--- config.mk ---
export PLATFORM = sky130hd
export DESIGN_NAME = g2b_shared_arbiter
export DESIGN_NICKNAME = d
export VERILOG_FILES = /design/src/rtl/g2b_shared_arbiter.sv
export SDC_FILE = /design/constraint.sdc
export NUM_CORES = 1
export LEC_CHECK = 0
export CAP_MARGIN = 15
export CORE_AREA = 3 3 53 55
export CTS_BUF_LIST = sky130_fd_sc_hd__clkbuf_8
export DETAILED_ROUTE_END_ITERATION = 8
export DIE_AREA = 0 0 56 58
export GPL_ROUTABILITY_DRIVEN = 0
export PLACE_DENSITY = 0.83
export REMOVE_ABC_BUFFERS = 1
export SLEW_MARGIN = 25
export SYNTH_ARGS = -nofsm -noshare
export SYNTH_HDL_FRONTEND = slang
export SYNTH_SLANG_ARGS = --single-unit
--- constraint.sdc ---
create_clock -name clk -period 2 [get_ports clk]
set_input_delay 0.3 -clock clk [delete_from_list [all_inputs] [get_ports clk]]
set_output_delay 0.3 -clock clk [all_outputs]
set_load 0.005 [all_outputs]
--- src/rtl/g2b_shared_arbiter.sv ---
// Round-robin arbiter sharing one Gray-to-binary stage among NREQ requesters, with a registered output.
// Optional transfer counter output out_count is enabled by defining G2B_ARB_CNT_EN.
module g2b_shared_arbiter #(
    parameter int NBITS = 4,
    parameter int NREQ  = 4,
    parameter int IDW   = $clog2(NREQ)
) (
    input  logic                  clk,
    input  logic                  resetn,
    input  logic [NREQ-1:0]       req_valid,
    input  logic [NREQ*NBITS-1:0] req_gray,
    output logic [NREQ-1:0]       req_ready,
    output logic                  out_valid,
    output logic [NBITS-1:0]      out_binary,
    output logic [IDW-1:0]        out_id,
`ifdef G2B_ARB_CNT_EN
    output logic [15:0]           out_count,
`endif
    input  logic                  out_ready
);

    // Each binary bit is the XOR of the Gray bit at that position and all bits above it.
    function automatic logic [NBITS-1:0] gray2bin(input logic [NBITS-1:0] g);
        logic [NBITS-1:0] b;
        b[NBITS-1] = g[NBITS-1];
        for (int k = NBITS - 2; k >= 0; k--) begin
            b[k] = b[k+1] ^ g[k];
        end
        return b;
    endfunction

    logic                 r_out_valid;
    logic [NBITS-1:0]     r_out_binary;
    logic [IDW-1:0]       r_out_id;
    logic [IDW-1:0]       r_rr_ptr;

    logic                 w_accept;
    logic                 w_found;
    logic [IDW-1:0]       w_win;
    logic [NBITS-1:0]     w_win_gray;
    logic [NREQ-1:0]      w_at_or_above;
    logic [IDW-1:0]       w_next_ptr;
    logic                 w_xfer;

    assign w_accept = !r_out_valid || out_ready;

    // Two passes: first the requesters at or above the pointer, then the ones below it (wrap).
    always_comb begin
        w_found    = 1'b0;
        w_win      = '0;
        w_win_gray = '0;
        for (int i = 0; i < NREQ; i++) begin
            w_at_or_above[i] = (IDW'(i) >= r_rr_ptr);
        end
        for (int i = 0; i < NREQ; i++) begin
            if (!w_found && req_valid[i] && w_at_or_above[i]) begin
                w_found    = 1'b1;
                w_win      = IDW'(i);
                w_win_gray = req_gray[i*NBITS +: NBITS];
            end
        end
        for (int i = 0; i < NREQ; i++) begin
            if (!w_found && req_valid[i] && !w_at_or_above[i]) begin
                w_found    = 1'b1;
                w_win      = IDW'(i);
                w_win_gray = req_gray[i*NBITS +: NBITS];
            end
        end
    end

    assign w_next_ptr = (w_win == IDW'(NREQ - 1)) ? '0 : w_win + IDW'(1);
    assign w_xfer     = w_accept && w_found;

    always_comb begin
        req_ready = '0;
        for (int i = 0; i < NREQ; i++) begin
            req_ready[i] = resetn && w_xfer && (w_win == IDW'(i));
        end
    end

    always_ff @(posedge clk or negedge resetn) begin
        if (!resetn) begin
            r_out_valid  <= 1'b0;
            r_out_binary <= '0;
            r_out_id     <= '0;
            r_rr_ptr     <= '0;
        end else if (w_xfer) begin
            r_out_valid  <= 1'b1;
            r_out_binary <= gray2bin(w_win_gray);
            r_out_id     <= w_win;
            r_rr_ptr     <= w_next_ptr;
        end else if (out_ready) begin
            r_out_valid  <= 1'b0;
        end
    end

`ifdef G2B_ARB_CNT_EN
    logic [15:0] r_count;

    always_ff @(posedge clk or negedge resetn) begin
        if (!resetn) begin
            r_count <= '0;
        end else if (r_out_valid && out_ready) begin
            r_count <= r_count + 16'd1;
        end
    end

    assign out_count = r_count;
`endif

    assign out_valid  = r_out_valid;
    assign out_binary = r_out_binary;
    assign out_id     = r_out_id;

endmodule

[Word level (Yosys, flattened, before mapping)]
Cells that the tools add are included.
Word-level totals
  output and inout port bits: 11
  logic and storage cells: 77
  input bits: 23
  bits in registers: 9
Cells by class
  equality and inequality tests: 3
  $lt $le $gt $ge: 4
  multiplexer cells: 26
  $add $sub $neg: 1
  reduce and logical (&&, ||, !) cells: 36
  bitwise logic cells: 3
Operators with widths (count)
  4-bit two-way mux: 8
  1-bit logical AND: 21
  2-bit two-way mux: 7
  1-bit logical NOT: 12
  1-bit two-way mux: 11
  2-bit == test, second input constant: 2
  1-bit by 2-bit greater-or-equal comparator with 1-bit output, first input constant: 2
  2-bit greater-or-equal comparator, first input constant: 2
  1-bit bitwise XOR: 3
  2-bit by 1-bit adder with 2-bit output, second input constant: 1
  2-bit by 1-bit == test with 1-bit output, second input constant: 1
  2-bit logical NOT: 1
  2-bit nonzero test: 1
  1-bit logical OR: 1

[Longest topological paths before layout]
Gate-level depths: netlist of the first run.
  depth after elaboration: 34
  depth in mapped cells: 9
  mapped depth without buffers: 8

[Least setup slack after synthesis of the first run]
No wires, ideal clock.
  kind: register to register
  start point: reg r_rr_ptr[0]
  end point: reg r_out_binary[0], in the netlist out_binary[0]
  setup slack: -0.078 ns
  buffers on the path: 0
  cell stages (with the launch flop): 9
  arrival time: 1.987 ns
  period minus slack after synthesis: 2.078 ns
  data required time: 1.908 ns
  library setup time: 0.092 ns
  cells stage by stage: dfrtp_1 -> nand2b_1 -> a22oi_1 -> o22ai_1 -> a311o_1 -> a211o_1 -> a21o_1 -> and3_4 -> o31ai_2
On the way
  word-level cells in the longest chain between the ends: 34
  elaborated cells between the ends (all ways): 50
  those cells by class: 4 x order compare; 16 x mux; 3 x bitwise; 27 x reduce/logical
RTL lines
  start, declared: line 35  | logic [IDW-1:0] r_rr_ptr;
  start signal, assigned: line 91  | r_rr_ptr <= w_next_ptr;
  1-bit by 2-bit greater-or-equal comparator with 1-bit output: line 53  | w_at_or_above[i] = (IDW'(i) >= r_rr_ptr);
  1-bit logical AND: line 56  | if (!w_found && req_valid[i] && w_at_or_above[i]) begin
  1-bit two-way mux: line 56
  1-bit logical NOT: line 56
  1-bit logical AND (2 in a row): line 56
  1-bit two-way mux: line 56
  1-bit logical NOT: line 56
  1-bit logical AND (2 in a row): line 56
  [... 12 more ...]
  1-bit two-way mux: line 63  | if (!w_found && req_valid[i] && !w_at_or_above[i]) begin
  1-bit logical NOT: line 63
  1-bit logical AND (2 in a row): line 63
  1-bit two-way mux: line 63
  1-bit logical NOT: line 63
  1-bit logical AND (2 in a row): line 63
  4-bit two-way mux: line 63
  1-bit bitwise XOR (3 in a row): line 27  | b[k] = b[k+1] ^ g[k];
  end signal, assigned: line 89  | r_out_binary <= gray2bin(w_win_gray);
  end, declared: line 33  | logic [NBITS-1:0] r_out_binary;
Parallel ways exist; a longest one is shown, timed or not.
A chain may end at the register's enable or synchronous reset.

[Worst setup path after layout of the first run]
Ends and elaborated chain as after synthesis.

==> results of run 1 <==
[worst max path at each step]
stage,from,end,depth (start not counted)
global route,r_rr_ptr[0],out_binary[0],8
floorplan,r_rr_ptr[0],out_binary[0],8
CTS,r_rr_ptr[0],out_binary[0],8
global placement,req_valid[0],req_ready[1],9
detailed placement,req_valid[2],out_binary[0],9
finish,r_rr_ptr[0],out_binary[0],8
[cell type report]
class | instances | area share (%)
Inverter | 4 | 1.18
Timing Repair Buffer | 87 | 39.8
Clock buffer | 3 | 2.17
Sequential cell | 9 | 11.9
Tap cell | 30 | 1.97
Multi-Input combinational cell | 106 | 42.7
Clock inverter | 1 | 0.197
[metrics by stage]
step	std cells	setup slack, ns	instance area (sq um)	hold WS (ns)
5_1_grt	240	-0.596	1900	0.519
3_3_place_gp	221	-0.650	1590	0.459
2_1_floorplan	119	-0.183	930	0.00441
4_1_cts	235	-0.384	1740	0.485
3_5_place_dp	221	-0.816	1590	0.474
6_report	240	-0.506	1900	0.481
[per-layer routing]
metal | wire length (um) | track usage [%] | vias up
li1 | - | - | 641
met1 | 1790 | 29.2 | 699
met2 | 2250 | 42.2 | 95
met3 | 346 | 4.23 | 31
met4 | 229 | 8.14 | 0
met5 | 0 | 0 | -
[power by group through the flow]
| stage | clock, mW | sequential (mW) | combinational, mW |
|---|---|---|---|
| 2_1_floorplan | 0 | 0.328 | 0.514 |
| 3_3_place_gp | 0 | 0.312 | 1.04 |
| 3_5_place_dp | 0 | 0.320 | 1.08 |
| 4_1_cts | 0.206 | 0.315 | 1.26 |
| 5_1_grt | 0.235 | 0.337 | 1.63 |
| 6_report | 0.227 | 0.327 | 1.54 |
[worst max-delay path, stage by stage, from the launching register on]
cell and delay, ns:
dfrtp_1 0.45, nand2b_4 0.18, a22o_1 0.24, a222oi_1 0.49, a211oi_2 0.18, a211o_1 0.28
a21o_1 0.23, and3_4 0.19, o31ai_4 0.17
[logic make-up after synthesis]
| logic type | synth area share, % |
|---|---|
| AO/OA/AOI/OAI | 34.2 |
| XOR/XNOR | 0.916 |
| adder cells (fa/ha/maj) | 5.24 |
| buffers and inverters | 4.32 |
| flip-flops | 23.6 |
| multiplexers | 1.18 |
| AND/OR/NAND/NOR | 30.6 |
[layout by cell type (no fill, tap or decap), types with 2 or more instances in the layout]
cell type / Yosys / final
or2b_1: 2 / 2
nor3_1: 2 / 2
o31ai_1: 3 / 2
dfrtp_1: 9 / 8
dlygate4sd2_1: 0 / 3
ha_4: 0 / 4
buf_4: 1 / 47
nor2b_1: 2 / 2
o21a_1: 2 / 2
o21ai_1: 1 / 3
a21oi_2: 0 / 2
nand3_1: 6 / 5
inv_1: 4 / 3
o22ai_1: 3 / 3
nor2_1: 6 / 5
clkdlybuf4s50_1: 0 / 25
nand2_1: 17 / 17
and3_1: 7 / 4
buf_6: 0 / 10
o21ai_0: 9 / 6
a22o_1: 2 / 2
o211ai_1: 2 / 2
and3_4: 1 / 4
a21oi_1: 6 / 4
clkbuf_8: 0 / 3
nand4_1: 3 / 3
a21o_1: 4 / 4
[flip-flops by register name (all words and copies together), names as in the netlist]
signal      flops
out_binary      4
out_id          2
r_rr_ptr        2
out_valid       1
[what timing repair did]
item	in CTS	in global routing
setup endpoints to repair	8	8
pin swaps	11	12
hold endpoints to repair	0	0
setup buffers	10	8
gates resized for setup	36	27
==> metrics.txt, run 1 <==
row cnt=18; Seq. cell area=226 sq um; RSZ-0062 raised after global routing=true; Remaining DRCs=0; clock share of power=10.9%; Power, Total=2.09 mW; Worst R2R Start=r_rr_ptr[0]; Slew HR=66.4%; Syn-to-layout area delta=98.8%; dominant cell type by area after synthesis=dfrtp_1; total of max-cap violations=0; post-route setup slack=-0.506 ns; Post-synth EDFFs=0; GRT Overall Usage=23.9%; Initial Util=39.3%; GRT overflow=0; Max Slew Vio Count=0; Ports=34; Routed WL per cell=19.2 um; worst hold endpoint=out_binary[3]; initial antenna violation count=0; main flop type after synthesis=dfrtp_1; post-route antenna net violation count=0; Filler cells=135; CTS Buf Count=3; full die area=0.00325 sq mm; PD cells=1100 mW/mm^2; vias in the first global route=1320; layout cells sized above 1=42.4%; Core Area=0.00243 sq mm; Async S/R FF share, synth=100%; synthesized instance count=124; post-synthesis sequential area ratio=23.6%; Max VDD drop=795 uV; clock tree sinks=9; H-tree depth=1; DRT iter0 DRCs=93; reg-to-reg critical path endpoint=out_binary[0]; Skew-Pair Late Insertion Delay=0.24 ns; antenna cell count=0; Pleak=0.837 nW; Syn Std Cell Area=956 sq um; die height=58 um; net count reported at finish=238; Register-to-Register Path Depth=8; post-DR vias/cell=6.11; DR pass1 iterations=5; sw power=845 uW; detailed placement HPWL=2780 um; Hold WC Path Type=register to register; Fin Setup TNS=-2.25 ns; P_int=1.25 mW; area of the multi-input gates=812 sq um; WHS Path Cells=2; number of endpoints failing setup at the final stage=7; final core area utilization=78.1%; post-synth top area share=23.6%; Max Freq=399 MHz; routed wire length=4620 um; Arr. time, crit path=2.65 ns; crit end category=register; worst-path fanout max=4; cts hold-fix bufs=0; failing checks=negative setup slack; worst-margin pin slew=0.504 ns; Min Clock Period, post-route=2.51 ns; outcome=finished with violations; CP Launch Type=register; top-count cell post-synth=nand2_1; PortBufs=33; Seq cells post-synth=9; clock buffer depth=2; clock skew=0.00121 ns; Die Width=56 um; syn_area_per_cell=7.71 sq um; CTS tree=built; Final Cycle Share=125%; Commonest cells post-synth=nand2_1, dfrtp_1, o21ai_0, and3_1; dominant cells by area after synthesis=dfrtp_1, nand2_1, ha_1; Worst Path Required=2.15 ns; CTS root buffer=clkbuf_8; Via Count=1466; Seq pwr share=15.7%; Clock transition at path regs=0.06 ns; Yosys cell types=47; Yosys Warn Count=0; Switching Fraction=40.4%; first-pass GRT wire length=6210 um; combinational power share=73.5%; Fin. Hold Viols=0; WS Path Type=register to register; largest net degree at the start of global routing=11; hold wc startpoint=out_binary[3]; r2r setup slk=-0.51 ns
No activity file was read; power rests on OpenSTA's default activity.
==> run 2, diff against run 1 <==
- CORE_AREA: 3 3 53 55 -> 3 3 51 58
- DIE_AREA: 0 0 56 58 -> 0 0 54 61
- PLACE_DENSITY: 0.83 -> 0.82
==> run 2 against run 1 <==
The flow still finishes with violations (negative setup slack). Largest power group unchanged. First-iteration DRC count down 30%. Global-route usage grew 0.48 points. Sequential share of layout area grew 0.28 points. Combinational power is 9.7% lower. Power fell by 8.4%. Clock power decreased by 8%. Final cell count rose by 1.3%. Flip-flop and latch count is the same. Clock-buffer cell count unchanged. Non-clock buffer count up 2. Highest routed layer unchanged. Core utilization shrank 1.9 points.
==> metrics.txt, run 2 (synthesized netlist as in run 1, its figures left out) <==
P_int=1.21 mW (-3.0%); DR pass1 iterations=4 (-1); row cnt=19 (+1); Worst Path Required=2.15 ns (about the same); Die Width=54 um (-3.6%); Arr. time, crit path=2.39 ns (-0.26 ns); worst-path fanout max=5 (+1); initial antenna violation count=0 (unchanged); pre-CTS WS=-0.715 ns (+0.101 ns); sw power=706 uW (-16%); net count reported at finish=240 (+0.84%); Fin. Hold Viols=0 (unchanged); detailed placement HPWL=2750 um (-1.3%); Max Freq=446 MHz (+12%); Slew HR=72.8% (+6.4 points); clock buffer depth=2 (unchanged); Skew-Pair Late Insertion Delay=0.24 ns (about the same); vias in the first global route=1342 (+1.7%); routed wire length=3640 um (-21%); Remaining DRCs=0 (unchanged); Syn-to-layout area delta=95.3%; GRT Overall Usage=24.3% (+0.48 points); DRT iter0 DRCs=65 (-30%); CTS tree=built; Fin Setup TNS=-0.864 ns (+1.39 ns); Max Slew Vio Count=0 (unchanged); full die area=0.00329 sq mm (+1.4%); clock share of power=10.9% (about the same); Routed WL per cell=15.0 um (-22%); Clock transition at path regs=0.05 ns (about the same); clock skew=0.00449 ns (+0.00328 ns); commonest non-fill, non-tap cell in the layout=buf_4; crit end category=register; WS Path Type=register to register; worst-margin pin slew=0.408 ns (-0.0957 ns); Ports=34 (unchanged); die height=61 um (+5.2%); Switching Fraction=36.9% (-3.5 points); Core Area=0.00245 sq mm (+0.67%); Crit. Startpoint=r_rr_ptr[0]; Initial Util=39.0% (-0.26 points); Pleak=0.841 nW (+0.44%); RSZ-0062 raised after global routing=true; failing checks=negative setup slack; post-route antenna net violation count=0 (unchanged); PD cells=1030 mW/mm^2 (-6.7%); post-route setup slack=-0.241 ns (+0.265 ns); post-DR vias/cell=5.51 (-9.8%); Worst R2R Start=r_rr_ptr[0]; first-pass GRT wire length=5800 um (-6.6%); outcome=finished with violations; antenna cell count=0 (unchanged); Hold WC Path Type=input pin to async pin; clock tree sinks=9 (unchanged); H-tree depth=1 (unchanged); GRT overflow=0 (unchanged); Max VDD drop=803 uV (+1.1%); total of max-cap violations=0 (unchanged); Final Cycle Share=112% (-13 points); number of flip-flops in the largest register=4 (unchanged); CTS Buf Count=3 (unchanged); layout cells sized above 1=43.9% (+1.5 points); CTS root buffer=clkbuf_8; Seq pwr share=16.7% (+1.0 points); combinational power share=72.4% (-1.1 points); CP Launch Type=register; PortBufs=33 (unchanged); most frequent cells in the layout=buf_4, clkdlybuf4s50_1, nand2_1, dfrtp_1; Via Count=1339 (-8.7%); Min Clock Period, post-route=2.24 ns (-0.265 ns); number of endpoints failing setup at the final stage=7 (unchanged); largest net degree at the start of global routing=13 (+2)
[run 2: worst max-delay path, stage by stage, from the launching register on]
cell and delay, ns:
dfrtp_2 0.43, and2b_4 0.30, buf_6 0.12, nand2_2 0.05, a21o_1 0.15, a311o_1 0.29
a211o_1 0.29, a21o_1 0.19, and3_4 0.17, o31ai_2 0.16
[run 2: worst paths after layout]
| path | to | slack (ns) | depth (start not counted) |
|---|---|---|---|
| setup / recovery | out_binary[0] | -0.24 | 9 |
| hold / removal | out_valid | 0.47 | 2 |
| setup reg to reg | out_binary[0] | -0.24 | 9 |
| hold reg to reg | out_binary[3] | 0.48 | 2 |
| max in group asynchronous | r_rr_ptr[1] | 1.40 | 2 |
| min in group clk | out_binary[3] | 0.48 | 2 |
[run 2: power by group through the flow]
stage | clock [mW] | combinational [mW] | sequential (mW)
finish | 0.209 | 1.39 | 0.320
global route | 0.221 | 1.50 | 0.334
CTS | 0.213 | 1.32 | 0.316
detailed placement | 0 | 1.17 | 0.313
global placement | 0 | 1.12 | 0.311
floorplan | 0 | 0.514 | 0.328
[run 2: cell type report]
cell class,instances,area (sq um)
inverters,4,15.0
multi-input cells,106,772
flip-flops and latches,9,228
clock buffers,3,41.3
clock inverters,1,3.75
fillers,170,582
repair buffers,89,768
well taps,31,38.8
[run 2: timing repair]
item	in CTS	in global routing
endpoints found under the setup margin	8	7
buffers inserted	8	1
pin swaps	10	11
hold buffers	0	0
resized for setup	36	15
[run 2: stage by stage]
| step | util [%] | cell area, sq um | power [mW] | hold slack, ns | cells |
|---|---|---|---|---|---|
| 2_1_floorplan | - | 930 | 0.842 | 0.00441 | 119 |
| 3_3_place_gp | 68.3 | 1670 | 1.44 | 0.459 | 231 |
| 3_5_place_dp | 68.3 | 1670 | 1.49 | 0.470 | 231 |
| 4_1_cts | 74.5 | 1820 | 1.84 | 0.457 | 242 |
| 5_1_grt | 76.2 | 1870 | 2.05 | 0.502 | 243 |
| 6_report | 76.2 | 1870 | 1.92 | 0.465 | 243 |
[run 2: routing by layer]
| layer | GRT usage [%] | part of all wire [%] | wire length (um) |
|---|---|---|---|
| met2 | 46.5 | 52 | 1910 |
| met3 | 2.46 | 5.3 | 192 |
| met5 | 0 | 0 | 0 |
| met1 | 25.8 | 39 | 1420 |
| met4 | 12.1 | 3.2 | 115 |
==> run 3, diff against run 2 <==
- CAP_MARGIN: 15 -> 10
- PLACE_DENSITY: 0.82 -> 0.73
==> run 3 against run 2 <==
The flow still finishes with violations (negative setup slack). Final area shrank 1.5%. Sequential power is essentially flat. Final cell count shrank 2.1%. Maximum frequency shrank 2.9%. Worst setup slack lost 0.068 ns. First-iteration DRC count shrank 48%. Sequential share of layout area grew 0.11 points. Critical endpoint unchanged. Highest routed layer unchanged.
==> metrics.txt, run 3 (synthesized netlist as in run 1, its figures left out) <==
Register-to-Register Path Depth=9 (unchanged); number of endpoints failing setup at the final stage=7 (unchanged); Syn-to-layout area delta=92.4%; worst-margin pin slew=0.361 ns (-0.0469 ns); Worst R2R Start=r_rr_ptr[0]; CTS Buf Count=3 (unchanged); RSZ-0062 raised after global routing=true; Routed WL per cell=14.9 um (-0.90%); die height=61 um (unchanged); first-pass GRT wire length=5560 um (-4.2%); Initial Util=39.0% (unchanged); Fin. Hold Viols=0 (unchanged); clock buffer depth=2 (unchanged); full die area=0.00329 sq mm (unchanged); worst-path fanout max=4 (-1); post-route setup slack=-0.309 ns (-0.0678 ns); vias in the first global route=1313 (-2.2%); largest net degree at the start of global routing=13 (unchanged); area of the multi-input gates=774 sq um (+0.32%); Remaining DRCs=0 (unchanged); H-tree depth=1 (unchanged); Max Slew Vio Count=0 (unchanged); GRT overflow=0 (unchanged); Hold WC Path Type=input pin to async pin; Max VDD drop=634 uV (-21%); Final Cycle Share=115% (+3.4 points); Skew-Pair Late Insertion Delay=0.24 ns (about the same); total of max-cap violations=0 (unchanged); Seq. cell area=226 sq um (-0.55%); clock skew=0.00205 ns (-0.00244 ns); routed wire length=3540 um (-2.9%); CTS root buffer=clkbuf_8; initial antenna violation count=0 (unchanged); crit end category=register; Die Width=54 um (unchanged); WS Path Type=register to register; CP Launch Type=register; reg-to-reg critical path endpoint=out_binary[0]; antenna cell count=0 (unchanged); row cnt=19 (unchanged); most frequent cells in the layout=buf_4, clkdlybuf4s50_1, nand2_1, buf_6, dfrtp_1; DRT iter0 DRCs=34 (-48%); Clock transition at path regs=0.05 ns (about the same); commonest non-fill, non-tap cell in the layout=buf_4; Max Freq=433 MHz (-2.9%); Filler cells=199 (+17%); CTS tree=built; outcome=finished with violations; Arr. time, crit path=2.46 ns (+0.07 ns); post-DR vias/cell=5.49 (-0.34%); layout cells sized above 1=41.1% (-2.8 points); number of flip-flops in the largest register=4 (unchanged); clock tree sinks=9 (unchanged); Core Area=0.00245 sq mm (unchanged); Ports=34 (unchanged); Design Area, Final=0.00184 sq mm (-1.5%); Worst Path Required=2.15 ns (about the same); detailed placement HPWL=2510 um (-8.4%); Slew HR=75.9% (+3.1 points); r2r setup slk=-0.31 ns (-0.07 ns); post-route antenna net violation count=0 (unchanged); Min Clock Period, post-route=2.31 ns (+0.0678 ns); placed cell area=0.00163 sq mm (-2.7%); final core area utilization=75.1% (-1.1 points); GRT Overall Usage=22.7% (-1.6 points); Via Count=1307 (-2.4%); PortBufs=33 (unchanged); DR pass1 iterations=4 (unchanged); net count reported at finish=235 (-2.1%); failing checks=negative setup slack; Pleak=0.825 nW (-1.9%); PD cells=1020 mW/mm^2 (-0.62%)
## run 3: cell count changes in the layout (fill, tap and decap cells not counted), sizes merged
| cell | previous run | this run |
|---|---|---|
| buf | 57 | 55 |
| clkbuf | 5 | 3 |
| clkdlybuf4s15 | 1 | 0 |
## run 3: how the worst max path moves through the flow
| stage | from | to | slack [ns] | cells after the start |
|---|---|---|---|---|
| after floorplan | r_rr_ptr[0] | out_binary[0] | -0.18 | 8 |
| after global placement | req_valid[0] | req_ready[2] | -0.59 | 9 |
| after detailed placement | req_valid[0] | req_ready[0] | -0.64 | 9 |
| after CTS | r_rr_ptr[0] | out_binary[0] | -0.38 | 9 |
| after global routing | r_rr_ptr[0] | out_binary[0] | -0.44 | 9 |
| final | r_rr_ptr[0] | out_binary[0] | -0.31 | 9 |
## run 3: final cells by class
| cell class | instances | area share, % |
|---|---|---|
| Clock buffer | 3 | 2.24 |
| Timing Repair Buffer | 84 | 40.1 |
| Sequential cell | 9 | 12.3 |
| Clock inverter | 1 | 0.204 |
| Inverter | 4 | 0.952 |
| Multi-Input combinational cell | 106 | 42.1 |
| Tap cell | 31 | 2.11 |
## run 3: what timing repair did
action	CTS	global route
resized for setup	43	14
setup buffers	6	3
endpoints found under the setup margin	7	8
pin swaps	11	6
hold buffers	0	0
## run 3: power breakdown
group,switching [mW],internal (mW),total [mW],leakage (nW)
Clock,0.0765,0.134,0.210,0.0269
Combinational,0.572,0.774,1.35,0.692
Sequential,0.0610,0.258,0.319,0.105
## run 3: worst max-delay path, stage by stage, from the launching register on
cell and delay, ns:
dfrtp_1 0.42, buf_6 0.14, nand2b_4 0.15, a22o_1 0.23
a222oi_1 0.35, a211oi_2 0.15, a211o_1 0.26, a21o_1 0.19
and3_4 0.17, o31ai_2 0.15
## run 3: per-stage QoR
stage | total power, mW | setup slack [ns] | instances | hold WS, ns | TNS, ns
2_1_floorplan | 0.842 | -0.183 | 119 | 0.00441 | -0.189
3_3_place_gp | 1.38 | -0.592 | 225 | 0.459 | -3.96
3_5_place_dp | 1.41 | -0.637 | 225 | 0.469 | -4.44
4_1_cts | 1.76 | -0.377 | 235 | 0.449 | -1.26
5_1_grt | 2.01 | -0.440 | 238 | 0.498 | -2.10
6_report | 1.88 | -0.309 | 238 | 0.449 | -1.41
## run 3: layer usage
layer  vias to the layer above  wire length (um)  global-route usage (%)
met5                         -                 0                       0
met4                         0                88                    10.3
met3                        14               183                   0.737
met2                        55              1860                    41.2
met1                       606              1400                    27.4
li1                        632                 -                       -
